===== src/rtl/mc_pkg.sv =====
// Shared types and encodings for the multi-cycle MIPS main controller.
package mc_pkg;

  typedef enum logic [3:0] {
    StReset    = 4'd0,
    StFetch    = 4'd1,
    StDecode   = 4'd2,
    StMemAddr  = 4'd3,
    StMemRead  = 4'd4,
    StMemWb    = 4'd5,
    StMemWrite = 4'd6,
    StRExec    = 4'd7,
    StRWb      = 4'd8,
    StIExec    = 4'd9,
    StIWb      = 4'd10,
    StBranch   = 4'd11,
    StJump     = 4'd12,
    StHalt     = 4'd13
  } state_t;

  localparam logic [5:0] OP_RTYPE = 6'b000000;
  localparam logic [5:0] OP_LW    = 6'b100011;
  localparam logic [5:0] OP_SW    = 6'b101011;
  localparam logic [5:0] OP_ADDI  = 6'b001000;
  localparam logic [5:0] OP_BEQ   = 6'b000100;
  localparam logic [5:0] OP_J     = 6'b000010;

  localparam logic [1:0] ALU_ADD   = 2'b00;
  localparam logic [1:0] ALU_SUB   = 2'b01;
  localparam logic [1:0] ALU_FUNCT = 2'b10;

  localparam logic [1:0] SRCB_B       = 2'b00;
  localparam logic [1:0] SRCB_FOUR    = 2'b01;
  localparam logic [1:0] SRCB_IMM     = 2'b10;
  localparam logic [1:0] SRCB_IMM_SH2 = 2'b11;

  localparam logic [1:0] PC_SRC_ALU    = 2'b00;
  localparam logic [1:0] PC_SRC_ALUOUT = 2'b01;
  localparam logic [1:0] PC_SRC_JUMP   = 2'b10;

  typedef struct packed {
    logic       pc_write;
    logic       pc_write_cond;
    logic       ir_write;
    logic       i_or_d;
    logic       mem_read;
    logic       mem_write;
    logic       reg_dst;
    logic       reg_write;
    logic       mem_to_reg;
    logic       alu_src_a;
    logic [1:0] alu_src_b;
    logic [1:0] alu_op;
    logic [1:0] pc_source;
  } ctrl_t;

  function automatic logic is_mem_state(state_t s);
    return (s == StFetch) || (s == StMemRead) || (s == StMemWrite);
  endfunction

endpackage


===== src/rtl/multicycle_decode.sv =====
// Combinational map from controller state (plus mem_ready in FETCH) to datapath strobes.
module multicycle_decode
  import mc_pkg::*;
(
  input  state_t state,
  input  logic   mem_ready,
  output ctrl_t  ctrl
);

  always_comb begin
    ctrl = '0;
    unique case (state)
      StFetch: begin
        ctrl.mem_read  = 1'b1;
        ctrl.alu_src_b = SRCB_FOUR;
        ctrl.alu_op    = ALU_ADD;
        ctrl.pc_source = PC_SRC_ALU;
        // IR and PC load only once the fetch data is actually there.
        ctrl.ir_write  = mem_ready;
        ctrl.pc_write  = mem_ready;
      end
      StDecode: begin
        ctrl.alu_src_b = SRCB_IMM_SH2;
        ctrl.alu_op    = ALU_ADD;
      end
      StMemAddr: begin
        ctrl.alu_src_a = 1'b1;
        ctrl.alu_src_b = SRCB_IMM;
      end
      StMemRead: begin
        ctrl.mem_read = 1'b1;
        ctrl.i_or_d   = 1'b1;
      end
      StMemWb: begin
        ctrl.reg_write  = 1'b1;
        ctrl.mem_to_reg = 1'b1;
      end
      StMemWrite: begin
        ctrl.mem_write = 1'b1;
        ctrl.i_or_d    = 1'b1;
      end
      StRExec: begin
        ctrl.alu_src_a = 1'b1;
        ctrl.alu_src_b = SRCB_B;
        ctrl.alu_op    = ALU_FUNCT;
      end
      StRWb: begin
        ctrl.reg_write = 1'b1;
        ctrl.reg_dst   = 1'b1;
      end
      StIExec: begin
        ctrl.alu_src_a = 1'b1;
        ctrl.alu_src_b = SRCB_IMM;
        ctrl.alu_op    = ALU_ADD;
      end
      StIWb: begin
        ctrl.reg_write = 1'b1;
      end
      StBranch: begin
        ctrl.alu_src_a     = 1'b1;
        ctrl.alu_src_b     = SRCB_B;
        ctrl.alu_op        = ALU_SUB;
        ctrl.pc_write_cond = 1'b1;
        ctrl.pc_source     = PC_SRC_ALUOUT;
      end
      StJump: begin
        ctrl.pc_write  = 1'b1;
        ctrl.pc_source = PC_SRC_JUMP;
      end
      default: ;
    endcase
  end

endmodule


===== src/rtl/multicycle_control.sv =====
// Multi-cycle MIPS main controller: state register, next-state logic and memory wait timeout.
module multicycle_control
  import mc_pkg::*;
#(
  parameter int unsigned MEM_TIMEOUT = 16
) (
  input  logic       clk,
  input  logic       rst_n,
  input  logic [5:0] opcode,
  input  logic       mem_ready,
  output logic       pc_write,
  output logic       pc_write_cond,
  output logic       ir_write,
  output logic       i_or_d,
  output logic       mem_read,
  output logic       mem_write,
  output logic       reg_dst,
  output logic       reg_write,
  output logic       mem_to_reg,
  output logic       alu_src_a,
  output logic [1:0] alu_src_b,
  output logic [1:0] alu_op,
  output logic [1:0] pc_source,
  output logic       illegal,
  output logic       mem_error,
  output logic [3:0] state
);

  localparam int unsigned WaitW = (MEM_TIMEOUT > 0) ? $clog2(MEM_TIMEOUT + 1) : 1;

  state_t           state_q, state_d;
  logic [WaitW-1:0] wait_q, wait_d;
  logic             is_store_q, is_store_d;
  logic             mem_error_q, mem_error_d;
  logic             wait_hit, timeout, illegal_c;
  ctrl_t            ctrl;

  assign wait_hit = (MEM_TIMEOUT != 0) && !mem_ready &&
                    (wait_q == WaitW'(MEM_TIMEOUT - 1));

  always_comb begin
    state_d    = state_q;
    is_store_d = is_store_q;
    timeout    = 1'b0;
    illegal_c  = 1'b0;
    unique case (state_q)
      StReset: state_d = StFetch;
      StFetch: begin
        if (mem_ready)     state_d = StDecode;
        else if (wait_hit) timeout = 1'b1;
      end
      StDecode: begin
        // lw/sw choice is captured here so later opcode changes cannot redirect MEM_ADDR.
        is_store_d = (opcode == OP_SW);
        case (opcode)
          OP_RTYPE:     state_d = StRExec;
          OP_LW, OP_SW: state_d = StMemAddr;
          OP_ADDI:      state_d = StIExec;
          OP_BEQ:       state_d = StBranch;
          OP_J:         state_d = StJump;
          default: begin
            state_d   = StFetch;
            illegal_c = 1'b1;
          end
        endcase
      end
      StMemAddr: state_d = is_store_q ? StMemWrite : StMemRead;
      StMemRead: begin
        if (mem_ready)     state_d = StMemWb;
        else if (wait_hit) timeout = 1'b1;
      end
      StMemWrite: begin
        if (mem_ready)     state_d = StFetch;
        else if (wait_hit) timeout = 1'b1;
      end
      StRExec:  state_d = StRWb;
      StIExec:  state_d = StIWb;
      StMemWb, StRWb, StIWb, StBranch, StJump: state_d = StFetch;
      StHalt:   state_d = StHalt;
      default:  state_d = StReset;
    endcase
    if (timeout) state_d = StHalt;
  end

  always_comb begin
    mem_error_d = mem_error_q | timeout;
    if (state_d != state_q) begin
      wait_d = '0;
    end else if (is_mem_state(state_q) && !mem_ready && (wait_q != '1)) begin
      wait_d = wait_q + 1'b1;
    end else begin
      wait_d = wait_q;
    end
  end

  always_ff @(posedge clk or negedge rst_n) begin
    if (!rst_n) begin
      state_q     <= StReset;
      wait_q      <= '0;
      is_store_q  <= 1'b0;
      mem_error_q <= 1'b0;
    end else begin
      state_q     <= state_d;
      wait_q      <= wait_d;
      is_store_q  <= is_store_d;
      mem_error_q <= mem_error_d;
    end
  end

  multicycle_decode u_decode (
    .state     (state_q),
    .mem_ready (mem_ready),
    .ctrl      (ctrl)
  );

  assign pc_write      = ctrl.pc_write;
  assign pc_write_cond = ctrl.pc_write_cond;
  assign ir_write      = ctrl.ir_write;
  assign i_or_d        = ctrl.i_or_d;
  assign mem_read      = ctrl.mem_read;
  assign mem_write     = ctrl.mem_write;
  assign reg_dst       = ctrl.reg_dst;
  assign reg_write     = ctrl.reg_write;
  assign mem_to_reg    = ctrl.mem_to_reg;
  assign alu_src_a     = ctrl.alu_src_a;
  assign alu_src_b     = ctrl.alu_src_b;
  assign alu_op        = ctrl.alu_op;
  assign pc_source     = ctrl.pc_source;
  assign illegal       = illegal_c;
  assign mem_error     = mem_error_q;
  assign state         = state_q;

endmodule


===== config.mk =====
export PLATFORM = sky130hd
export DESIGN_NAME = multicycle_control
export DESIGN_NICKNAME = d
export VERILOG_FILES = /design/src/rtl/mc_pkg.sv /design/src/rtl/multicycle_decode.sv /design/src/rtl/multicycle_control.sv
export SDC_FILE = /design/constraint.sdc
export NUM_CORES = 1
export LEC_CHECK = 0
export CAP_MARGIN = 20
export CORE_MARGIN = 3
export CORE_UTILIZATION = 47
export CTS_CLUSTER_SIZE = 20
export DETAILED_ROUTE_END_ITERATION = 12
export HOLD_SLACK_MARGIN = 0.1
export PLACE_DENSITY = 0.9
export SETUP_SLACK_MARGIN = 0.4
export SYNTH_ARGS = -nofsm -noshare
export SYNTH_HDL_FRONTEND = slang
export SYNTH_SLANG_ARGS = --single-unit

===== constraint.sdc =====
create_clock -name clk -period 2.4 [get_ports clk]
set_input_delay 0.72 -clock clk [delete_from_list [all_inputs] [get_ports clk]]
set_output_delay 0.72 -clock clk [all_outputs]
set_load 0.03 [all_outputs]

==> impl_metrics.toml, run 1 <==
[run_status]
run_status = "stopped before the end"
failed_stage = "global routing"
error_line = "[ERROR DPL-0038] Utilization greater than 100%, impossible to legalize"

[floorplanning]
dieHeight_um = 53.0
num_io_pins = 31
initial_core_util_pct = 51.2
rows = 16
dieWidth_um = 53.0

[cts]
cts_buffers = 3
cts-hold-fix-buffers = 0
root_buffer = "clkbuf_4"
clock-sinks = 11
clk_path_buf_depth = 2
htreeDepth = 1

[synth]
yosysWarningCount = 0
syn_area_um2 = 1040
synth_cells = 129
synth_top_flop_cell = "dfrtp_1"
synth-seq-cells = 11
synth_cell_type_count = 48
ys_seq_area_share_pct = 26.6
synth_enable_flop_cells = 0
syn_nets = 141
synth.avg_cell_area_um2 = 8.03
async_flop_share_pct = 100

[placement]
gp_congestion = 0.867
dp_hpwl_um = 2640
port_buffers = 30
placed_area_um2 = 1640
dp_cells = 202

[sta]
worst-ep-kind = "sequential cell input"
worstEndpointGrtRepair = "wait_q[1]$_DFFE_PN0P_/D"

[grt]
grt_max_degree = 14
## timing repair
action                                  4_1_cts
gates resized for setup                     108
setup buffers                                21
pin swaps                                    10
endpoints found under the setup margin       30
## logic make-up after synthesis
| family | Yosys count | synth area share, % |
|---|---|---|
| flops | 11 | 26.6 |
| mux | 3 | 3.14 |
| xor+xnor | 3 | 2.54 |
| buf+inv | 12 | 5.92 |
| fa+ha+maj | 3 | 3.62 |
| compound gates | 37 | 25.1 |
| simple gates | 60 | 33.1 |
## cells in the mapped netlist (2+ instances only)
cell type  instances  area [um^2]
o21ai_0            5         25.0
nor2b_1            2         12.5
nor2_1            13         48.8
nand3_1            7         35.0
nand2_1            9         33.8
a22oi_1            3         22.5
xnor2_1            2         17.5
a21oi_1           11         55.1
o21a_1             2         15.0
o211ai_1           2         15.0
and3_1             2         12.5
buf_4              4         30.0
mux2_2             2         22.5
a221oi_1           2         17.5
inv_1              5         18.8
dfrtp_1           11          275
nor3_1             6         30.0
ha_1               3         37.5
nand2b_1           3         18.8
o31ai_1            2         15.0
clkbuf_1           2         7.51
nor3b_1            2         15.0
or3_1              2         12.5
or2_2              2         12.5
nor4b_1            2         17.5
## per-stage QoR
step	worst slack, ps	hold WS, ps
floorplan	256	424
global placement	-208	456
detailed placement	-286	464
CTS	214	476
==> inputs of run 2 (changes only) <==
--- a/config.mk
+++ b/config.mk
@@ -6,13 +6,10 @@
 export NUM_CORES = 1
 export LEC_CHECK = 0
 export CAP_MARGIN = 20
-export CORE_MARGIN = 3
-export CORE_UTILIZATION = 47
-export CTS_CLUSTER_SIZE = 20
+export CORE_AREA = 3 3 64 66
 export DETAILED_ROUTE_END_ITERATION = 12
-export HOLD_SLACK_MARGIN = 0.1
-export PLACE_DENSITY = 0.9
-export SETUP_SLACK_MARGIN = 0.4
+export DIE_AREA = 0 0 67 69
+export PLACE_DENSITY_LB_ADDON = 0.15
 export SYNTH_ARGS = -nofsm -noshare
 export SYNTH_HDL_FRONTEND = slang
 export SYNTH_SLANG_ARGS = --single-unit
==> run 2 against run 1 <==
The run now ends clean. Synthesized area unchanged. Synthesized cell count is the same.
==> impl_metrics.toml, run 2 <==
[final_layout]
layout_common_cells = "buf_4, nor2_1, dlygate4sd2_1"
largest_reg_flops = 5
syn_to_final_growth_pct = 56.3
fillers = 379
drive_gt1_share_pct = 39.3
n_antenna_cell = 0
final_common_cell = "buf_4"
nets = 196
final_cell_area_um2 = 1620
regMostFlops = "wait_q"

[grt]
grt-ovfl-total = 0
grt_pass1_vias = 1164
grt_max_degree = 17
antenna_found_initial = 0
grt_pass1_wl_um = 5490
grt_use_total_pct = 15.3

[setup_path]
path_cells = "dlygate4sd2_1, inv_2, nor3_2, or2_2, buf_4"
ff2ff_path_depth = 8
cp.depth = 5
critPathLaunch = "mem_ready"
crit_required_ps = 1680
cp_max_fo = 6
path_buf_inv = 3
criticalPathCategory = "input pin to output port"
r2r_end = "wait_q[1]"
r2r_slack_ps = 140
crit_arrival_ps = 1620
crit_family = "buffers and inverters"
r2r_start = "wait_q[0]"
cp-end-kind = "output port"
max_stage_delay_ps = 300
crit_path_end = "pc_write"
cp_slowest_cell = "dlygate4sd2_1"
start_kind = "input pin"

[cts]
htreeDepth = 1
clk_pin_slew_ps = 50
clkLatencyLatePin_ps = 250
clock-sinks = 11
clk_path_buf_depth = 2
cts-hold-fix-buffers = 0
cts_tree = "built"
cts_buffers = 3
root_buffer = "clkbuf_8"
cts_setup_buffers = 0

[synth]
synth_top_flop_cell = "dfrtp_1"
ys_top_cells_by_count = "nor2_1, a21oi_1, dfrtp_1, nand2_1, nand3_1"
synth-seq-cells = 11
syn_nets = 141
synth_enable_flop_cells = 0
ys_seq_area_share_pct = 26.6
yosysWarningCount = 0
syn_area_um2 = 1040
yosysMostFrequentCell = "nor2_1"
async_flop_share_pct = 100
synth_cell_type_count = 48
synth_top_area_share_pct = 26.6
ys_top_cells_by_area = "dfrtp_1, a21oi_1, nor2_1"
synth.avg_cell_area_um2 = 8.03
synth_cells = 129
yosysTopAreaCell = "dfrtp_1"

[sta]
worst_pin_slew_ps = 496
relSlewSlack_pct = 66.8
finClkSkew_ps = 2.72
min_period_ps = 2340
setup_tns_ps = 0
min_period_over_period_pct = 97.4
grt_setup_unrepaired = "false"
max_freq_mhz = 428
setup_viol = 0
hold_viol_final = 0
finalMaxSlewViolations = 0
setup_ws_ps = 61.5

[worst_hold_path]
hold_path_class = "register to register"

[route]
wl_per_cell_um = 14.0
vias = 1156
first_iter_violations = 37
dr.pass1.iters = 4
routed_wl_um = 3240
viasPerCell = 5.00
ant_nets = 0
drcViolationCount = 0

[floorplanning]
dieWidth_um = 67
dieHeight_um = 69
num_io_pins = 31
rows = 22
dieArea_um2 = 4620
coreArea_um2 = 3630
initial_core_util_pct = 28.5

[power_and_ir_drop]
ir_worst_vdd_uv = 186
leakagePower_nw = 0.770
finalPower_w = 0.000415
p_per_area_nw_per_um2 = 256

[placement]
port_buffers = 30
place_ws_ps = -239
dp_hpwl_um = 2570
placed_area_um2 = 1550
gp_congestion = 0.818

[flow_run]
maxCapViolCount = 0

[run_status]
run_status = "finished, final reports clean"
run 2: cell counts after synthesis:
Identical to the previous run, type by type.
run 2: metal layers:
layer | routed length, um | up-vias | GRT usage, % | part of all wire [%]
met2 | 1680 | 24 | 25.3 | 52
li1 | - | 589 | - | -
met5 | 0 | - | 0 | 0
met3 | 147 | 5 | 3.42 | 4.5
met4 | 39 | 0 | 4.73 | 1.2
met1 | 1370 | 538 | 19.3 | 42
run 2: through the flow:
step | utilization (%) | std cells | hold slack [ps]
final | 44.6 | 231 | 488
after global routing | 44.6 | 231 | 509
after CTS | 43.5 | 231 | 486
after detailed placement | 42.6 | 227 | 474
after global placement | 42.6 | 227 | 455
after floorplan | - | 129 | 424
run 2: worst min path at each step:
stage	slack [ps]	depth (start not counted)	end	from
floorplan	420	0	is_store_q	rst_n
global placement	460	1	mem_error	mem_error
detailed placement	470	1	mem_error	mem_error
CTS	490	1	mem_error	mem_error
global route	510	1	mem_error	mem_error
finish	490	1	mem_error	mem_error
run 2: power breakdown:
part	switching [W]	leakage (nW)	internal (W)
clock network	0.0000755	0.0255	0.000114
logic	0.0000185	0.612	0.0000207
registers	0	0.132	0.000186
run 2: area by class of cell:
type	instances	area [um^2]	share of cell area (%)
clock buffers	3	41.3	2.55
clock inverters	1	5.00	0.309
inverters	5	18.8	1.16
multi-input cells	106	756	46.7
flip-flops and latches	11	278	17.2
well taps	48	60.1	3.71
repair buffers	57	460	28.4
run 2: repair_timing:
action                                 in CTS  in global routing
endpoints found under the hold margin       0                  0
setup endpoints to repair                   7                  9
gates cloned                                0                  0
pin swaps                                   3                  0
gates resized for setup                    11                 10
run 2: kinds of logic after synthesis:
kind of cell,Yosys count,synth area share [%]
simple gates,60,33.1
compound gates,37,25.1
buf+inv,12,5.92
flops,11,26.6
xor+xnor,3,2.54
mux,3,3.14
fa+ha+maj,3,3.62
No activity file was read; power rests on OpenSTA's default activity.
==> patch 1 (config.mk and constraints of run 2) <==
Set the parameter `MEM_TIMEOUT` to 32 (it was 16).
--- a/src/rtl/multicycle_control.sv
+++ b/src/rtl/multicycle_control.sv
@@ -2,7 +2,7 @@
 module multicycle_control
   import mc_pkg::*;
 #(
-  parameter int unsigned MEM_TIMEOUT = 16
+  parameter int unsigned MEM_TIMEOUT = 32
 ) (
   input  logic       clk,
   input  logic       rst_n,
Formal check against the unedited RTL: same outputs for any inputs over 10 cycles, from zero or initial values and one cycle with rst_n low; that may be too few to reach the edited logic, so the function may still have changed.
==> patch 1 against run 2 <==
The run now ends with negative setup slack left. Non-clock buffer count unchanged. Final area up 10%. Sequential cell count up 1. Register-to-register slack better by 0.02 ns. Core utilization up 4.5 points. Die area unchanged. Hold slack worse by 0.014 ns. Synthesized area up 14%. Wire length down 1.6%. Worst setup slack worse by 0.088 ns. Synthesized cell count down 0.78%. Critical path type unchanged.
Power is left out: it rests on default switching activity, and per cell area and clock period it moved more than threefold.
==> patch 1: results (changes against run 2) <==
| Metric | Value |
|---|---|
| Drt first pass iters | 4 (unchanged) |
| Sequential fraction of the synthesis area | 25.5% (-1.1 points) |
| Top post-synthesis cells by count | 12 x dfrtp_1, 10 x nor2_1, 9 x a21oi_1 |
| R2R Path Start | state[0]$_DFF_PN0_ |
| Most flop-heavy register | wait_q |
| CP Max Fanout | 2 (-4) |
| Cell Area, Placed | 1610 um^2 (+4.3%) |
| Reg2reg end | wait_q[3]$_DFFE_PN0P_ |
| Total GRT Usage | 14.7% (-0.64 points) |
| Yosys cell types | 56 (+17%) |
| Total clock buffers created by CTS | 3 (unchanged) |
| Violated checks | negative setup slack |
| Reg clk slew, reported paths | 0.05 ns (about the same) |
| Global-route wire length before repair | 5430 um (-1.1%) |
| DR iter-0 viols | 75 (+100%) |
| Longest Clk Path Bufs | 2 (unchanged) |
| Clock skew | 0.00171 ns (-0.00101 ns) |
| Layout cell share with drive strength beyond 1 | 50.8% (+12 points) |
| Syn nets | 138 (-2.1%) |
| Routability cong. | 0.784 (-4.1%) |
| Setup ws final | -0.0264 ns (-0.0878 ns) |
| Total vias in the final route | 1160 (+0.35%) |
| Initial antenna violation count | 0 (unchanged) |
| Status | finished with violations |
| Largest net degree at the start of global routing | 22 (+5) |
| Min-delay worst type | register to register |
| # nets final | 189 (-3.6%) |
| Synthesis Warnings | 0 (unchanged) |
| R2r setup slk | 0.16 ns (+0.02 ns) |
| Final hold vios | 0 (unchanged) |
| WL/cell | 14.2 um (+1.1%) |
| Worst r2r path cells | 7 (-1) |
| Largest cells by area after synthesis | dfrtp_1 25%, buf_6 4.8%, a21oi_1 3.8%, a211oi_1 3.8%, nor2_1 3.2% |
| DP HPWL | 2440 um (-5.0%) |
| Critical Path AT | 1.71 ns (+0.09 ns) |
| Worst Hold End | mem_error$_DFF_PN0_ |
| Slew HR | 64.6% (-2.2 points) |
| Clk_lat worst skew | 0.23 ns (-0.02 ns) |
| Number of flip-flops in the largest register | 6 (+1) |
| Setup-failing EPs final | 1 (+1) |
-- patch 1: cell types whose count changed after synthesis, moves of 3 or more --
cell,change
a22oi_1,-3
buf_6,+5
a211oi_1,+6
nand3_1,-5
nor3_1,-3
nand2_1,-5
nor2_1,-3
nand4_1,+3
-- patch 1: final cells by class --
cell class / count / area [um^2]
tap: 48 / 60.1
multi-input combinational: 101 / 898
sequential: 12 / 300
fill: 370 / 1850
timing repair buffer: 57 / 469
inverter: 4 / 15.0
clock buffer: 3 / 41.3
-- patch 1: timing repair --
action                     CTS  global route
setup endpoints to repair    9            14
pin swaps                    6             9
buffers inserted             0             4
gates resized for setup     39            19
hold endpoints to repair     0             0
-- patch 1: layer usage --
| layer | part of all wire [%] | vias up | global-route usage (%) |
|---|---|---|---|
| met5 | 0 | - | 0 |
| met4 | 1.2 | 0 | 2.70 |
| met3 | 4.7 | 6 | 2.93 |
| met2 | 51 | 28 | 24.3 |
| met1 | 43 | 545 | 19.5 |
| li1 | - | 581 | - |
-- patch 1: worst max path at each step --
stage                     endpoint               start  cells after the start  slack, ns
final                      illegal           opcode[1]                      5      -0.03
after global routing       illegal           opcode[1]                      5      -0.05
after detailed placement   illegal           opcode[0]                      5      -1.04
after global placement     illegal           opcode[0]                      5      -1.01
after CTS                  illegal           opcode[2]                      5      -0.11
after floorplan            illegal  state[0]$_DFF_PN0_                      4      -0.01
-- patch 1: critical path: stages --
cell     delay, ns
buf_6         0.09
or4_4         0.56
nor2_4        0.14
nor4b_4       0.05
buf_6         0.13
-- patch 1: kinds of logic after synthesis --
family,Yosys count,synth area share (%)
buffers and inverters,15,9.44
muxes,2,1.70
adders and majority gates,1,1.06
AOI/OAI and AO/OA,37,28.6
and+or+nand+nor,55,29.3
xor gates and xnor gates,6,4.45
DFF,12,25.5
-- patch 1: metrics by stage --
step	setup slack [ns]	setup TNS, ns	cells	hold slack, ns
floorplan	-0.0105	-0.0105	128	0.424
global placement	-1.01	-5.29	218	0.456
detailed placement	-1.04	-5.35	218	0.460
CTS	-0.106	-0.106	221	0.478
global route	-0.0497	-0.0497	225	0.525
finish	-0.0264	-0.0264	225	0.474
==> patch 2 (settings of run 2) <==
Made on the original files. Register the output `mem_error` once more, without a reset; this adds one clock of latency there. The other outputs are not delayed to match.
--- a/src/rtl/multicycle_control.sv
+++ b/src/rtl/multicycle_control.sv
@@ -127,7 +127,9 @@
   assign alu_op        = ctrl.alu_op;
   assign pc_source     = ctrl.pc_source;
   assign illegal       = illegal_c;
-  assign mem_error     = mem_error_q;
+  always_ff @(posedge clk) begin
+    mem_error <= mem_error_q;
+  end
   assign state         = state_q;
 
 endmodule
Formal check against the unedited RTL: no difference found for any inputs over 10 cycles, from zero or initial values and one cycle with rst_n low; that may be too few to reach the edited logic, so the function may still have changed.
==> patch 2 against run 2 <==
Clock skew fell by 0.0011 ns. Hold slack got worse by 0.12 ns. Synthesized area fell by 0.24%. Sequential cell count rose by 1. Via count fell by 6.2%. Final area fell by 3.9%. Wire length fell by 10%. Worst setup slack got worse by 0.023 ns. Non-clock buffer count fell by 8. Final cell count fell by 5.6%. Critical path type unchanged. Highest routed layer unchanged.
Power is left out: it rests on default switching activity, and per cell area and clock period it moved more than threefold.
==> patch 2: results (changes against run 2) <==
| Metric | Value |
|---|---|
| Status | finished, final reports clean |
| Global-route wire length before repair | 5060 um (-7.9%) |
| Adder-cell area share of the yosys netlist | 3.63% (+0.0088 points) |
| Met3 Wirelength | 126 um (-14%) |
| # nets final | 183 (-6.6%) |
| DP HPWL | 2290 um (-11%) |
| M1 GR Usage | 18.4% (-0.92 points) |
| CLK BUF | 4 (+1) |
| FFs w/ async S/R, synth | 91.7% (-8.3 points) |
| Number of flip-flops in the largest register | 5 (unchanged) |
| Critical Path AT | 1.64 ns (+0.02 ns) |
| GR Layer Usage met3 | 2.28% (-1.1 points) |
| Most used DFF post-synth | dfrtp_1 |
| Yosys cell types | 51 (+6.3%) |
| Multi-input gate share of total cell area | 47.4% (+0.71 points) |
| Delay-heaviest family, CP | compound AO/OA/AOI/OAI gates |
| Largest cells by area after synthesis | dfrtp_1 27%, nor2_1 5.1%, nor3_1 3.9%, ha_1 3.6%, nand2_1 3.6% |
| Fillers | 399 (+5.3%) |
| Vias in the first global route | 1047 (-10%) |
| Post-CTS Setup Inserts | 1 (+1) |
| Non-clk buf share | 25.5% (-2.9 points) |
| Comb_multi_in | 102 (-3.8%) |
| Total GRT Usage | 13.5% (-1.8 points) |
| CP Max Fanout | 3 (-3) |
| CTS H-tree lvls | 1 (unchanged) |
| Metal-1 WL | 1380 um (+1.0%) |
| Met2 Resource Use GR | 21.6% (-3.7 points) |
| Clock skew | 0.00159 ns (-0.00113 ns) |
| Layout cell share with drive strength beyond 1 | 35.3% (-4.1 points) |
| Dpl ws | -0.837 ns (-0.599 ns) |
| Syn nets | 137 (-2.8%) |
| Most flop-heavy register | wait_q |
| Total vias in the final route | 1084 (-6.2%) |
| Xor/xnor cell area share of the yosys netlist | 4.24% (+1.7 points) |
| Non-clock inverter count | 3 (-2) |
| CTS Root Cell | clkbuf_8 |
| Largest net degree at the start of global routing | 23 (+6) |
| Worst-Margin Slew | 0.496 ns (-0.000489 ns) |
| Post-route DRC | 0 (unchanged) |
| CP max stage delay | 0.43 ns (+0.13 ns) |
| Reg clk slew, reported paths | 0.05 ns (about the same) |
| Register area | 295 um^2 (+6.3%) |
| DR iter-0 viols | 68 (+84%) |
| Inserted Diodes | 0 (unchanged) |
| Longest Clk Path Bufs | 2 (unchanged) |
| Flops & latches, synth | 12 (+1) |
| Signal buffers | 49 (-14%) |
| Mux cell area share after synthesis | 4.24% (+1.1 points) |
| Top post-synthesis cells by count | 14 x nor2_1, 11 x dfrtp_1, 10 x nand2_1 |
| Post-CTS sizing | 32 (+21) |
| ClkCell Share | 3.54% (+0.68 points) |
| Slowest CP cell | a2111o_1 |
| Sequential fraction of the synthesis area | 28.6% (+2.0 points) |
| WL/cell | 13.3 um (-5.0%) |
| Routability cong. | 0.797 (-2.6%) |
| Synth Area in Compound Gates | 21.2% (-3.9 points) |
| Met2 wire length | 1380 um (-18%) |
==> patch 2: final timing paths <==
kind / slack, ns / end / start / cells past startpoint
setup reg to reg: 0.26 / wait_q[3]$_DFFE_PN0P_ / state[0]$_DFF_PN0_ / 6
min in group asynchronous: 0.82 / mem_error_q$_DFF_PN0_ / rst_n / 1
hold reg to reg: 0.37 / mem_error$_DFF_P_ / mem_error_q$_DFF_PN0_ / 0
max in group asynchronous: 1.25 / state[0]$_DFF_PN0_ / rst_n / 1
setup / recovery: 0.04 / illegal / opcode[3] / 5
hold / removal: 0.37 / mem_error$_DFF_P_ / mem_error_q$_DFF_PN0_ / 0
==> patch 2: through the flow <==
stage / hold WS (ns) / cells / area [um^2]
after floorplan: 0.339 / 125 / 1060
after global placement: 0.349 / 213 / 1480
after detailed placement: 0.360 / 213 / 1480
after CTS: 0.372 / 218 / 1540
after global routing: 0.380 / 218 / 1560
final: 0.370 / 218 / 1560
